--- src/rtl/nes_joypad_port.sv ---
// nes_joypad_port: CPU-bus responder for the two NES controller ports at $4016/$4017.
// A strobe write to $4016 latches the synchronized button levels. Each read access then
// returns one button bit on cpu_rdata[0], A first; bits [7:1] return the open-bus value.
// Ports: clk/rst (async active-low); cpu_addr/cpu_rd/cpu_wr/cpu_wdata from the 6502 core;
// cpu_rdata/cpu_rdata_valid (registered, one-cycle latency); pad1/pad2_buttons are raw levels.
module nes_joypad_port #(
  parameter logic [7:0] OPEN_BUS    = 8'h40,
  parameter int         SYNC_STAGES = 2,
  parameter logic       FILL_BIT    = 1'b1
) (
  input  logic        clk,
  input  logic        rst,
  input  logic [15:0] cpu_addr,
  input  logic        cpu_rd,
  input  logic        cpu_wr,
  input  logic [7:0]  cpu_wdata,
  output logic [7:0]  cpu_rdata,
  output logic        cpu_rdata_valid,
  input  logic [7:0]  pad1_buttons,
  input  logic [7:0]  pad2_buttons
);

  // Button synchronizers: stage 0 samples the pins, the last stage feeds the shift registers.
  logic [SYNC_STAGES-1:0][7:0] sync1_q, sync1_d;
  logic [SYNC_STAGES-1:0][7:0] sync2_q, sync2_d;

  logic       strobe_q, strobe_d;
  logic [7:0] sr1_q, sr1_d;
  logic [7:0] sr2_q, sr2_d;
  logic [7:0] rdata_q, rdata_d;
  logic       valid_q, valid_d;
  logic       rd_prev_q, rd_prev_d;
  // Cleared by reset and set once cpu_rd has been seen low, so a read that is
  // still asserted when reset releases is not taken as a new access.
  logic       rd_armed_q, rd_armed_d;

  logic       hit_4016, hit_4017;
  logic       wr_strobe;
  logic       rd_start;
  logic [7:0] pad1_sync, pad2_sync;
  logic       unused_wdata;

  assign unused_wdata = ^cpu_wdata[7:1];

  assign pad1_sync = sync1_q[SYNC_STAGES-1];
  assign pad2_sync = sync2_q[SYNC_STAGES-1];

  assign hit_4016  = (cpu_addr == 16'h4016);
  assign hit_4017  = (cpu_addr == 16'h4017);
  // $4017 writes belong to the APU frame counter, so only $4016 drives the strobe.
  assign wr_strobe = cpu_wr && hit_4016;
  // A write in the same cycle wins over the read.
  assign rd_start  = cpu_rd && !rd_prev_q && rd_armed_q && !cpu_wr && (hit_4016 || hit_4017);

  always_comb begin
    sync1_d    = sync1_q;
    sync2_d    = sync2_q;
    sync1_d[0] = pad1_buttons;
    sync2_d[0] = pad2_buttons;
    for (int i = 1; i < SYNC_STAGES; i++) begin
      sync1_d[i] = sync1_q[i-1];
      sync2_d[i] = sync2_q[i-1];
    end
  end

  always_comb begin
    strobe_d   = wr_strobe ? cpu_wdata[0] : strobe_q;
    rd_prev_d  = cpu_rd;
    rd_armed_d = rd_armed_q || !cpu_rd;
    valid_d    = rd_start;
    rdata_d    = rdata_q;
    sr1_d      = sr1_q;
    sr2_d      = sr2_q;

    if (rd_start) begin
      rdata_d = {OPEN_BUS[7:1], (hit_4016 ? sr1_q[0] : sr2_q[0])};
    end

    // While strobe is high the reload dominates any read, so the registers never
    // shift and a read returns the live A bit. The reload on the 1->0 write edge
    // is the value held afterwards.
    if (strobe_q) begin
      sr1_d = pad1_sync;
      sr2_d = pad2_sync;
    end else if (rd_start) begin
      if (hit_4016) begin
        sr1_d = {FILL_BIT, sr1_q[7:1]};
      end else begin
        sr2_d = {FILL_BIT, sr2_q[7:1]};
      end
    end
  end

  always_ff @(posedge clk or negedge rst) begin
    if (!rst) begin
      sync1_q    <= '0;
      sync2_q    <= '0;
      strobe_q   <= 1'b0;
      sr1_q      <= 8'h00;
      sr2_q      <= 8'h00;
      rdata_q    <= 8'h00;
      valid_q    <= 1'b0;
      rd_prev_q  <= 1'b0;
      rd_armed_q <= 1'b0;
    end else begin
      sync1_q    <= sync1_d;
      sync2_q    <= sync2_d;
      strobe_q   <= strobe_d;
      sr1_q      <= sr1_d;
      sr2_q      <= sr2_d;
      rdata_q    <= rdata_d;
      valid_q    <= valid_d;
      rd_prev_q  <= rd_prev_d;
      rd_armed_q <= rd_armed_d;
    end
  end

  assign cpu_rdata       = rdata_q;
  assign cpu_rdata_valid = valid_q;

endmodule

--- config.mk ---
export PLATFORM = sky130hd
export DESIGN_NAME = nes_joypad_port
export DESIGN_NICKNAME = d
export VERILOG_FILES = /design/src/rtl/nes_joypad_port.sv
export SDC_FILE = /design/constraint.sdc
export NUM_CORES = 1
export LEC_CHECK = 0
export ABC_AREA = 0
export CAP_MARGIN = 15
export CORE_ASPECT_RATIO = 0.9
export CORE_MARGIN = 1
export CORE_UTILIZATION = 47
export DETAILED_ROUTE_END_ITERATION = 6
export PLACE_DENSITY = 0.78
export REMOVE_ABC_BUFFERS = 1
export SLEW_MARGIN = 30
export SYNTH_ARGS = -nofsm -noshare
export SYNTH_HDL_FRONTEND = slang
export SYNTH_SLANG_ARGS = --single-unit
--- constraint.sdc ---
create_clock -name clk -period 1.8 [get_ports clk]
set_clock_uncertainty 0.2 [all_clocks]
set_input_delay 0.18 -clock clk [delete_from_list [all_inputs] [get_ports clk]]
set_output_delay 0.18 -clock clk [all_outputs]
set_load 0.02 [all_outputs]
==> results of run 1 <==
[synth_stat cells (2+ instances only)]
library cell  number  area, sq um
a21oi_1           16         80.1
a41oi_1           14          123
buf_2              3         15.0
buf_4              7         52.6
clkbuf_1           4         15.0
dfrtp_1           54         1350
nand2_1            3         11.3
nor2b_1           14         87.6
nor4b_2            2         30.0
o21ai_0            3         15.0
o21ai_1           12         60.1
[logic make-up after synthesis]
| group | Yosys count | synth area share |
|---|---|---|
| compound gates | 47 | 0.148 |
| mux | 3 | 0.0165 |
| flops | 54 | 0.685 |
| buf+inv | 16 | 0.0495 |
| other cells | 1 | 0.00190 |
| simple gates | 28 | 0.0996 |
[worst register-to-register path: stages, from the launching register on]
cell,delay (ns)
dfrtp_1,0.39
nor4bb_2,0.26
buf_4,0.17
nand2_1,0.16
o21ai_0,0.20
a21oi_1,0.09
[layout make-up]
type                            instances  share of cell area
Clock buffer                            6              0.0317
Clock inverter                          2              0.0230
Inverter                                1             0.00144
Multi-Input combinational cell         84               0.211
Sequential cell                        54               0.518
Tap cell                               46              0.0221
Timing Repair Buffer                   52               0.193
[state kept, by name (all words and copies together), names as in the netlist, 2 cells and up]
register and flops:
sr1_q 8, pad1_sync 8, sync1_d 8, cpu_rdata 2, sync2_d 8, sr2_q 8
pad2_sync 8
[path summary, 6_finish.rpt]
| kind | startpoint | to | slack [ns] | depth (start not counted) |
|---|---|---|---|---|
| min reg2reg | sync1_d[13] | pad1_sync[5] | 0.14 | 0 |
| max reg2reg | rd_prev_q | sr2_q[3] | 0.21 | 5 |
| max | cpu_addr[7] | strobe_q | 0.11 | 5 |
| max in group asynchronous | rst | sync1_d[11] | 0.68 | 3 |
| min in group asynchronous | rst | sync2_d[11] | 0.19 | 2 |
| min | pad2_buttons[3] | sync2_d[11] | 0.11 | 1 |
[where the power goes]
group,switching (mW),internal (mW),leakage [nW],total (mW)
clock network,0.359,0.592,0.0714,0.951
registers,0.0112,1.25,0.667,1.26
logic,0.0633,0.0895,0.383,0.153
total,0.433,1.93,1.12,2.37
[timing repair]
action	in CTS	in global routing
endpoints found under the setup margin	0	3
endpoints found under the hold margin	23	0
gates resized for setup	0	1
hold buffers	1	0
setup buffers	0	0
[layer usage]
layer | global-route usage | up-vias | wire (um)
met3 | 0.0576 | 4 | 241
met5 | 0 | - | 0
met1 | 0.205 | 611 | 1360
met4 | 0.0600 | 0 | 47
met2 | 0.280 | 56 | 1630
li1 | - | 620 | -
==> metrics.log, run 1 <==
[metrics] Cell Rows: 21
[metrics] clock latency of the later-clocked register in the worst-skew pair: 0.30 ns
[metrics] largest net degree at the start of global routing: 26
[metrics] Unique masters post-synth: 28
[metrics] share of async-settable or async-resettable flops after synthesis: 1.00
[metrics] number of cells produced by synthesis: 149
[metrics] placeable core region: 3860 sq um
[metrics] pins over their slew limit: 0
[metrics] Area Overhead vs Synth: 32.1%
[metrics] Die Footprint: 4460 sq um
[metrics] critical path endpoint category: flip-flop
[metrics] count of final setup violators: 0
[metrics] sequence of cells on the critical path: clkdlybuf4s50_1 > nor4b_2 > and4_1 > and3_1 > mux2_1
[metrics] Final nets: 242
[metrics] Warnings, synthesis: 0
[metrics] sum of overflow across all layers after global routing: 0
[metrics] most common cell after layout, fill and taps aside: dfrtp_1
[metrics] Antenna Nets Post-Route: 0
[metrics] top flip-flop cell by instance count after synthesis: dfrtp_1
[metrics] TritonCTS clock tree: done
[metrics] Seq. cell area: 1350 sq um
[metrics] post-layout total power: 2.37 mW
[metrics] layout cells sized above 1: 0.126
[metrics] clock transition time at the flip-flop clock pins of the worst setup and hold paths: 0.09 ns
[metrics] master cell of the clock root buffer: clkbuf_8
[metrics] max-capacitance violation count: 0
[metrics] kind of start point of the critical path: primary input
[metrics] Starting Density: 0.511
[metrics] sequential cell area fraction in the yosys report: 0.685
[metrics] Largest delay share family, worst path: simple AND/OR/NAND/NOR gates
[metrics] final worst slack: 0.111 ns
[metrics] Clock Path Buffers: 2
[metrics] clock buffer count from CTS: 5
[metrics] Tightest Pin Transition: 0.533 ns
[metrics] drt wl/cell: 13.4 um
[metrics] placed cell areas: 2450 sq um
[metrics] Pleak: 1.12 nW
[metrics] post-DR vias/cell: 5.27
[metrics] stage delay of the slowest cell on the critical path: 0.42 ns
[metrics] H-tree depth reported by CTS: 2
[metrics] worst slew slack as a fraction of its limit: 0.645
[metrics] non-filler cells, final: 245
[metrics] Total Routing Usage GR: 0.169
[metrics] multi-input combinational cell area: 549 sq um
[metrics] aggregate negative setup slack: 0 ns
[metrics] number of buffer and inverter stages on the critical path: 1
[metrics] status: finished, final reports clean
[metrics] pwr/cell area: 908 nW/um^2
[metrics] maximum clock rate: 592 MHz
[metrics] cell count after placement: 236
[metrics] DR vias: 1291
[metrics] top-level I/O count: 53
[metrics] count of antenna diodes in the layout: 0
[metrics] final cell area excluding filler cells: 2610 sq um
[metrics] Final Hold Vio Count: 0
[metrics] # fillers: 282
[metrics] top fanout value on the critical path: 2
[metrics] Final Critical Period: 1.69 ns
[metrics] via count of the first global-routing pass: 1284
[metrics] type of the worst setup path: primary input to flip-flop
[metrics] Port Buffer Count: 39
[metrics] post-detailed-routing wire length: 3290 um
[metrics] first-pass GRT wire length: 5780 um
[metrics] half-perimeter wire length after detailed placement: 2350 um
[metrics] worst voltage drop across the vdd grid: 0.582 mV
[metrics] WHS: 0.112 ns
[metrics] antenna violations before repair: 0
[metrics] first-iteration detailed-routing DRC count: 67
[metrics] Routability Congestion: 0.760
[metrics] Post-Place Worst Slack: -0.231 ns
[metrics] router iterations before antenna repair: 4
[metrics] number of flip-flops and latches in the synthesized netlist: 54
[metrics] most frequent cells in the layout: 54 x dfrtp_1, 38 x clkdlybuf4s50_1, 16 x a21oi_1
[metrics] fraction of the core area covered by cells at the end of the flow: 0.675
[metrics] Hold Crit Class: primary input to flip-flop
[metrics] post-route clock period utilization: 0.938
[metrics] synthesized area per cell: 13.2 sq um
[metrics] setup repair after global routing missed its margin: no
[metrics] DRC violations left: 0
[metrics] WP data required: 1.78 ns
[metrics] DIE WIDTH: 70.3 um
[metrics] Vert. Die Dim: 63.5 um
[metrics] clk sink count: 54
[metrics] Arrival @ worst endpoint: 1.67 ns
[metrics] Syn Std Cell Area: 1970 sq um
[metrics] number of synthesized flops with an enable pin: 0
[metrics] worst-path cell with the longest stage delay: clkdlybuf4s50_1
(Power assumes the default switching activity.)
==> run 2, diff against run 1 <==
- TNS_END_PERCENT: unset -> 1
==> results of run 2 <==
No change in the layout: final DEF, timing and power equal those of run 1.
==> run 3, diff against run 2 <==
- SETUP_SLACK_MARGIN: unset -> 0.2
==> run 3 against run 2 <==
Against the previous run:
- worst hold slack about the same
- flip-flop and latch count unchanged
- final area up 2.3%
- setup slack better by 0.018 ns
- largest power group unchanged
- critical path type unchanged
- fmax up 1.1%
- sequential share of layout area down 1.1 points
- largest cell class unchanged
- final cell count up 1.2%
- clock power about the same
- critical path depth unchanged
- combinational power up 4%
==> metrics.log, run 3 (synthesized netlist as in run 1, its figures left out) <==
[metrics] H-tree depth reported by CTS: 2
[metrics] Vert. Die Dim: 63.5 um
[metrics] final worst slack: 0.129 ns
[metrics] top-level I/O count: 53
[metrics] met2 WL: 1760 um
[metrics] layout cells sized above 1: 0.163
[metrics] Seq. cell area: 1350 sq um
[metrics] WL met3: 243 um
[metrics] Total Routing Usage GR: 0.172
[metrics] kind of start point of the critical path: primary input
[metrics] via count of the first global-routing pass: 1315
[metrics] router iterations before antenna repair: 4
[metrics] DR vias: 1339
[metrics] clock transition time at the flip-flop clock pins of the worst setup and hold paths: 0.09 ns
[metrics] post-route clock period utilization: 0.928
[metrics] pwr/cell area: 892 nW/um^2
[metrics] Post-Place Worst Slack: -0.231 ns
[metrics] worst slew slack as a fraction of its limit: 0.645
[metrics] post-DR vias/cell: 5.40
[metrics] antenna violations before repair: 0
[metrics] WP data required: 1.79 ns
[metrics] clock buffer count from CTS: 5
[metrics] status: finished, final reports clean
[metrics] sum of overflow across all layers after global routing: 0
[metrics] post-detailed-routing wire length: 3460 um
[metrics] highest metal layer used by the detailed router: met4
[metrics] Clock Path Buffers: 2
[metrics] setup repair after global routing missed its margin: yes
[metrics] master cell of the clock root buffer: clkbuf_8
[metrics] type of the worst setup path: primary input to flip-flop
[metrics] Final nets: 245
[metrics] placeable core region: 3860 sq um
[metrics] Tightest Pin Transition: 0.533 ns
[metrics] Starting Density: 0.511
[metrics] drt wl/cell: 13.9 um
[metrics] TritonCTS clock tree: done
[metrics] DIE WIDTH: 70.3 um
[metrics] clock latency of the later-clocked register in the worst-skew pair: 0.30 ns
[metrics] pins over their slew limit: 0
[metrics] Cell Rows: 21
[metrics] Port Buffer Count: 39
[metrics] first-pass GRT wire length: 5890 um
[metrics] wl on met1: 1400 um
[metrics] Hold Crit Class: primary input to flip-flop
[metrics] worst-path cell with the longest stage delay: clkdlybuf4s50_1
[metrics] DRC violations left: 0
[metrics] half-perimeter wire length after detailed placement: 2350 um
[metrics] Antenna Nets Post-Route: 0
[metrics] multi-input combinational cell area: 586 sq um
[metrics] most common cell after layout, fill and taps aside: dfrtp_1
[metrics] worst voltage drop across the vdd grid: 0.584 mV
[metrics] # fillers: 276
[metrics] WHS: 0.112 ns
[metrics] sequence of cells on the critical path: clkdlybuf4s50_1 > nor4b_4 > and4_4 > and3_4 > mux2_4
[metrics] maximum clock rate: 598 MHz
[metrics] count of antenna diodes in the layout: 0
[metrics] max-capacitance violation count: 0
[metrics] most frequent cells in the layout: 54 x dfrtp_1, 32 x clkdlybuf4s50_1, 16 x a21oi_1
[metrics] top fanout value on the critical path: 3
[metrics] clk sink count: 54
[metrics] largest net degree at the start of global routing: 26
[metrics] Final Critical Period: 1.67 ns
[metrics] count of final setup violators: 0
[metrics] critical path endpoint category: flip-flop
[metrics] Pleak: 1.18 nW
[metrics] Area Overhead vs Synth: 35.1%
[metrics] first-iteration detailed-routing DRC count: 62
[metrics] Final Hold Vio Count: 0
[metrics] Arrival @ worst endpoint: 1.66 ns
[metrics] Routability Congestion: 0.760
[metrics] Die Footprint: 4460 sq um
[metrics] stage delay of the slowest cell on the critical path: 0.45 ns
[run 3: cell count changes in the layout (fill, tap and decap cells not counted), sizes merged]
cell | previous run | this run
clkdlybuf4s50 | 38 | 32
clkbuf | 6 | 7
dlymetal6s2s | 0 | 2
dlygate4sd2 | 0 | 4
buf | 13 | 15
[run 3: timing repair]
action | in CTS | in global routing
resized for setup | 7 | 11
pin swaps | 4 | 3
setup buffers | 2 | 0
cloned | 0 | 1
hold endpoints to repair | 23 | 0
endpoints found under the setup margin | 21 | 21
hold buffers | 1 | 0
[run 3: final timing paths]
path | startpoint | endpoint | slack, ns | cells past startpoint
worst max register to register | rd_prev_q | sr2_q[2] | 0.19 | 5
worst min-delay path | pad2_buttons[3] | sync2_d[11] | 0.11 | 1
worst max-delay path | cpu_addr[8] | strobe_q | 0.13 | 5
max in group asynchronous | rst | sync1_d[11] | 0.68 | 3
min in group asynchronous | rst | pad1_sync[5] | 0.19 | 2
worst min register to register | sync1_d[13] | pad1_sync[5] | 0.14 | 0
[run 3: layout make-up]
class	instances	share of cell area
clock buffers	6	0.0310
clock inverters	2	0.0225
inverters	1	0.00141
multi-input cells	84	0.220
flip-flops and latches	54	0.507
well taps	46	0.0216
repair buffers	55	0.197
[run 3: critical path, delay by kind of cell]
| kind | cells | cell delay [ns] |
|---|---|---|
| buffers and inverters | 1 | 0.45 |
| muxes | 1 | 0.29 |
| and+or+nand+nor | 3 | 0.74 |
[run 3: power by group]
part	internal, mW	total, mW	leakage [nW]	switching (mW)
Clock	0.592	0.954	0.0714	0.361
Sequential	1.25	1.26	0.667	0.0111
Combinational	0.0906	0.159	0.446	0.0688
Total	1.93	2.38	1.18	0.441
[run 3: per-stage QoR]
step	util	area (sq um)	total power, mW	TNS (ns)	instances
floorplan	-	1900	1.31	-16.48	139
global placement	0.634	2450	1.43	-2.21	236
detailed placement	0.634	2450	1.44	-3.23	236
CTS	0.680	2630	2.39	0	247
global route	0.690	2670	2.47	0	248
finish	0.690	2670	2.38	0	248
[run 3: per-layer routing]
metal  global-route usage  vias to the layer above
met4               0.0600                        0
met5                    0                        -
met3               0.0576                        4
met2                0.285                       62
met1                0.210                      647
li1                     -                      626
